## src/rtl/sram_dp_be_if.sv

```systemverilog
// sram_dp_be_if: request/response bundle for the dual-port byte-lane SRAM
//   master: drives wr_en/wr_addr/wr_data/wr_be and rd_en/rd_addr, observes rd_data/rd_valid/busy
//   slave : the SRAM side, the reverse directions
interface sram_dp_be_if #(
    parameter int ADDR = 3,
    parameter int DATA = 8,
    parameter int LANE = 4
);
    localparam int NLANE = DATA / LANE;
    logic             wr_en;
    logic [ADDR-1:0]  wr_addr;
    logic [DATA-1:0]  wr_data;
    logic [NLANE-1:0] wr_be;
    logic             rd_en;
    logic [ADDR-1:0]  rd_addr;
    logic [DATA-1:0]  rd_data;
    logic             rd_valid;
    logic             busy;
    modport master (
        output wr_en, wr_addr, wr_data, wr_be, rd_en, rd_addr,
        input  rd_data, rd_valid, busy
    );
    modport slave (
        input  wr_en, wr_addr, wr_data, wr_be, rd_en, rd_addr,
        output rd_data, rd_valid, busy
    );
endinterface

```

## src/rtl/sram_dp_be.sv

```systemverilog
// sram_dp_be: simple-dual-port SRAM with lane write enables, registered read and post-reset clear sweep
//   clk, rst : clock and synchronous active-high reset
//   bus      : sram_dp_be_if.slave (write port, read port, rd_data/rd_valid/busy)
module sram_dp_be #(
    parameter int ADDR     = 3,
    parameter int DATA     = 8,
    parameter int LANE     = 4,
    parameter int RDW_MODE = 0
) (
    input logic         clk,
    input logic         rst,
    sram_dp_be_if.slave bus
);
    localparam int DEPTH = 1 << ADDR;
    localparam int NLANE = DATA / LANE;

    typedef enum logic {INIT, RUN} state_t;

    state_t          state;
    logic [ADDR-1:0] ptr;
    logic [DATA-1:0] mem [DEPTH];
    logic [DATA-1:0] merged;
    logic [DATA-1:0] rd_word;
    logic [DATA-1:0] rd_data;
    logic            rd_valid;
    logic            busy;
    logic            wr_fire;

    assign wr_fire = state == RUN && bus.wr_en && |bus.wr_be;

    // merged is the word the array will hold after the write; mode 1 forwards it to a same-address read
    always_comb begin
        merged = mem[bus.wr_addr];
        for (int i = 0; i < NLANE; i++)
            if (bus.wr_be[i]) merged[i*LANE +: LANE] = bus.wr_data[i*LANE +: LANE];
        rd_word = (RDW_MODE == 1 && wr_fire && bus.wr_addr == bus.rd_addr) ? merged : mem[bus.rd_addr];
    end

    always_ff @(posedge clk) begin
        if (!rst) begin
            if (state == INIT) mem[ptr] <= '0;
            else if (wr_fire) mem[bus.wr_addr] <= merged;
        end
    end

    always_ff @(posedge clk) begin
        if (rst) begin
            state    <= INIT;
            ptr      <= '0;
            rd_data  <= '0;
            rd_valid <= 1'b0;
            busy     <= 1'b1;
        end else if (state == INIT) begin
            ptr      <= ptr + 1'b1;
            rd_valid <= 1'b0;
            if (ptr == ADDR'(DEPTH - 1)) begin
                state <= RUN;
                busy  <= 1'b0;
            end
        end else begin
            rd_valid <= bus.rd_en;
            if (bus.rd_en) rd_data <= rd_word;
        end
    end

    assign bus.rd_data  = rd_data;
    assign bus.rd_valid = rd_valid;
    assign bus.busy     = busy;
endmodule

```

## src/flat_wrapper.sv

```systemverilog
// flat-port wrapper written by rule: the top's interface ports become plain ports
module sram_dp_be_flat 
#(
    parameter int ADDR     = 3,
    parameter int DATA     = 8,
    parameter int LANE     = 4,
    parameter int RDW_MODE = 0
)
  (clk, rst, bus_wr_en, bus_wr_addr, bus_wr_data, bus_wr_be, bus_rd_en, bus_rd_addr, bus_rd_data, bus_rd_valid, bus_busy);
  sram_dp_be_if #(.ADDR(ADDR), .DATA(DATA), .LANE(LANE)) bus_i ();
  input logic clk;
  input logic rst;
  input wire logic [$bits(bus_i.wr_en)-1:0] bus_wr_en;
  input wire logic [$bits(bus_i.wr_addr)-1:0] bus_wr_addr;
  input wire logic [$bits(bus_i.wr_data)-1:0] bus_wr_data;
  input wire logic [$bits(bus_i.wr_be)-1:0] bus_wr_be;
  input wire logic [$bits(bus_i.rd_en)-1:0] bus_rd_en;
  input wire logic [$bits(bus_i.rd_addr)-1:0] bus_rd_addr;
  output wire logic [$bits(bus_i.rd_data)-1:0] bus_rd_data;
  output wire logic [$bits(bus_i.rd_valid)-1:0] bus_rd_valid;
  output wire logic [$bits(bus_i.busy)-1:0] bus_busy;
  assign bus_i.wr_en = bus_wr_en;
  assign bus_i.wr_addr = bus_wr_addr;
  assign bus_i.wr_data = bus_wr_data;
  assign bus_i.wr_be = bus_wr_be;
  assign bus_i.rd_en = bus_rd_en;
  assign bus_i.rd_addr = bus_rd_addr;
  assign bus_rd_data = bus_i.rd_data;
  assign bus_rd_valid = bus_i.rd_valid;
  assign bus_busy = bus_i.busy;
  sram_dp_be #(.ADDR(ADDR), .DATA(DATA), .LANE(LANE), .RDW_MODE(RDW_MODE)) u_core (.clk(clk), .rst(rst), .bus(bus_i));
endmodule
```

## config.mk

```make
export PLATFORM = sky130hd
export DESIGN_NAME = sram_dp_be_flat
export DESIGN_NICKNAME = d
export VERILOG_FILES = /design/src/rtl/sram_dp_be_if.sv /design/src/rtl/sram_dp_be.sv /design/src/flat_wrapper.sv
export SDC_FILE = /design/constraint.sdc
export NUM_CORES = 1
export LEC_CHECK = 0
export CORE_ASPECT_RATIO = 1.2
export CORE_MARGIN = 3
export CORE_UTILIZATION = 45
export DETAILED_ROUTE_END_ITERATION = 12
export PLACE_DENSITY = 0.66
export SLEW_MARGIN = 5
export SYNTH_ARGS = -nofsm -noshare
export SYNTH_HDL_FRONTEND = slang
export SYNTH_SLANG_ARGS = --single-unit
export TNS_END_PERCENT = 100
```

## constraint.sdc

```tcl
create_clock -name clk -period 2.13 [get_ports clk]
set_input_delay 0.426 -clock clk [delete_from_list [all_inputs] [get_ports clk]]
set_output_delay 0.426 -clock clk [all_outputs]
set_load 0.02 [all_outputs]
```

==> impl_results.md <==
- Outcome: complete, no violations
- Hold_buf cts: 0
- CP Max Fanout: 11
- Area share of the largest cell type after synthesis: 58.0%
- H-tree levels: 3
- Worst path arrival time: roughly 1.9 ns
- Number of synthesized register bits: 78
- Mean Syn Cell Area: 13.5 um2
- P_leak: 1.41 nW
- Crit path cell chain: clkdlybuf4s50_1 > nor2_1 > nor3_4 > buf_12 > mux2i_1 > nor2_1
- Total congestion overflow: 0
- DIE AREA: between 0.008 and 0.009 mm2
- I/O pin total: 30
- Mapped Cells: 245
- Total power per unit cell area: between 700 and 800 mW/mm2
- Non-Filler Cell Area, Final: just over 0.004 mm2
- GPL Wtd Cong: 0.775
- Power Total: approximately 3.2 mW
- Cell Area, Placed: 0.00379 mm2
- Worst Max-Slew Pin Slew: 0.427 ns
- Critical path's most frequent cell: nor2_1
- Num CTS Buffers: 9
- Site Rows: 33
- Adder-cell area share of the yosys netlist: 0.755%
- Die Ht: around 100 um
- Worst path bufs/invs: 2
- Final setup viols: 0
- GRT met2 Usage: 25.8%
- RSZ-0062 raised after global routing: no
- Fin. Hold Viols: 0
- Starting Density: 47.5%
- WP depth: 6
- Vias per std cell: 5.29
- Area delta synth->final: 21.4%
- First-pass GRT wire length: 10600 um
- Simple-gate portion of the synthesized area: about 12%
- Final core utilization: 57.7%
- Max-cap violations: 0
- Global Route Usage Sum: 16.7%
- WP data required: 2.13 ns
- Worst vdd ir: 0.385 mV
- Non-filler cells, final: 378
- Comb pwr share: 6.6%
- DRT antenna net count: 0
- Clk slew on worst S/H paths: about 0.080 ns
- Share of cells above drive strength 1: 12.7%
- Worst Clk Skew: between 0.006 and 0.007 ns
- Skew-Pair Late Insertion Delay: 0.34 ns
- Post-route clock period utilization: 89.1%
- GRT met1 Usage: 22.9%
- CTS tree: built
- Number of global-route vias before repair: 2036
- Antenna diodes: 0
- Sequential cell area fraction in the yosys report: 66.4%
- Synth top area cells: edfxtp_1 (58%), mux2i_1 (12%), dfxtp_1 (8.5%)
- Compound-Gate Fraction of Synth Area: 5.51%
- Drt first-iter violations: 139
- Synth cell types: 25
- Largest family of logic cells by synthesized area: multiplexers
- Worst hold stages: 1
- Setup TNS: 0 ns
- Slew Viols, Final: 0
- Ys Warns: 0
- Drt first pass iters: 4
- CP Capture Type: register
- Via Count: 1999
- Post-CTS Setup Inserts: 0
- Top Family by Delay on Critical Path: simple AND/OR/NAND/NOR gates
- Worst setup margin: 0.232 ns
- Worst Setup Start Kind: input pin
- WHS: 0.470 ns
- Fmax: 527 MHz
- Slew headroom: 71.4%
- Clock sinks: 78
- Initial antenna violation count: 0
- Port buffer count: 29
- Placed instance count: 363
- Remaining DRCs: 0
- Register share of total power: 53.1%
- Clock group share of total power: 40.4%
- Largest net degree at the start of global routing: 33
- Syn_nets: about 270
- Core area: 0.00698 mm2
- Worst Reg2Reg Path Length in Cells: 5
- Cell taking the most area after synthesis: edfxtp_1
- HPWL after detailed placement: 4790 um
- Post-cts resize count: 0
- Synthesized area: 0.00332 mm2
- Drt total wl: around 6500 um
- Slowest cell on the critical path: clkdlybuf4s50_1
- HP Class: register to register
- Wire length per cell: roughly 17 um
- Sw Pwr: 664 uW
- Min Tclk post-route: around 1.9 ns
- Crit path largest cell delay: 0.48 ns
- Synth Area in XOR/XNOR: 0.264%
- Switching Fraction: 20.7%
- CTS Root Cell: clkbuf_8
- Clock Tree Buf Depth: 2
- Mux cell area share after synthesis: 12.8%
- Post-layout nets: 309
- Post-place setup slack: -0.132 ns
- M3 GR Usage: 3.20%
- Gr busiest metal: met2
- Pint: 2.55 mW
- Die X: 84.4 um
- Crit path kind: input pin to register
[layer usage]
layer / vias to the layer above / part of all wire, %
met1: 954 / 45
met5: - / 0
li1: 983 / -
met2: 54 / 48
met3: 8 / 6.1
met4: 0 / 1.5
[power groups by stage]
stage	logic [mW]	registers [mW]	clock network, mW
detailed placement	0.212	1.74	0
CTS	0.213	1.70	1.31
global placement	0.210	1.74	0
finish	0.211	1.70	1.30
global route	0.233	1.71	1.38
floorplan	0.140	1.72	0
[path summary, 6_finish.rpt]
| path | from | to | slack, ns |
|---|---|---|---|
| setup / recovery | bus_wr_be[1] | u_core.mem[1][2] | 0.23 |
| hold reg to reg | u_core.bus.busy | u_core.bus.busy | 0.47 |
| setup reg to reg | u_core.state | u_core.mem[1][2] | 0.50 |
| hold / removal | u_core.bus.busy | u_core.bus.busy | 0.47 |
[worst register-to-register path, delay by kind of cell, from the launching register on]
| family | cells | cell delay (ns) |
|---|---|---|
| AND/OR/NAND/NOR | 3 | 0.66 |
| flip-flops | 1 | 0.35 |
| multiplexers | 1 | 0.10 |
| buffers and inverters | 1 | 0.18 |
[cells by family (layout without fill, tap and decap cells)]
group | count (synthesis) | in the layout
muxes | 42 | 42
xor gates and xnor gates | 1 | 1
and+or+nand+nor | 78 | 78
DFF | 78 | 78
adders and majority gates | 2 | 2
AOI/OAI and AO/OA | 27 | 27
buffers and inverters | 17 | 63
[layout make-up]
type / instances / area [um2]
fill: 549 / 2950
sequential: 78 / 2200
multi-input combinational: 150 / 1020
timing repair buffer: 48 / 453
clock buffer: 9 / 124
clock inverter: 6 / 111
tap: 87 / 109
[synthesized netlist by cell type (all sizes together)]
library cell,n
edfxtp,64
mux2i,40
nor2,36
a22oi,16
dfxtp,14
buf,12
nor3,11
and2,10
a21oi,8
nand2,8
nor3b,6
clkbuf,5
a21o,3
ha,2
mux2,2
nand3,2
nand3b,2
nor2b,2
nand2b,1
xor2,1
[sequential cells by signal, indices dropped and copies added (netlist names)]
register	cells
u_core.bus.rd_data	8
u_core.bus.busy	1
u_core.bus.rd_valid	1
u_core.ptr	3
u_core.state	1
u_core.mem	64
[cells in the final DEF (no fill, tap or decap), types with 2 or more instances in the layout]
| master | Yosys | layout |
|---|---|---|
| and2_1 | 10 | 10 |
| edfxtp_1 | 64 | 64 |
| clkbuf_8 | 0 | 9 |
| bufinv_16 | 0 | 3 |
| nor2b_1 | 2 | 2 |
| clkdlybuf4s50_1 | 0 | 28 |
| ha_1 | 2 | 2 |
| nor2_1 | 36 | 36 |
| dfxtp_1 | 14 | 14 |
| buf_4 | 4 | 17 |
| a21o_1 | 3 | 3 |
| nand3_1 | 2 | 2 |
| nor3b_1 | 6 | 6 |
| nor3_1 | 10 | 10 |
| nand3b_1 | 2 | 2 |
| mux2_1 | 2 | 2 |
| buf_12 | 0 | 2 |
| a21oi_1 | 8 | 8 |
| nand2_1 | 7 | 7 |
| a22oi_1 | 16 | 16 |
| mux2i_1 | 40 | 40 |
Power figures use the tool's default switching activity.
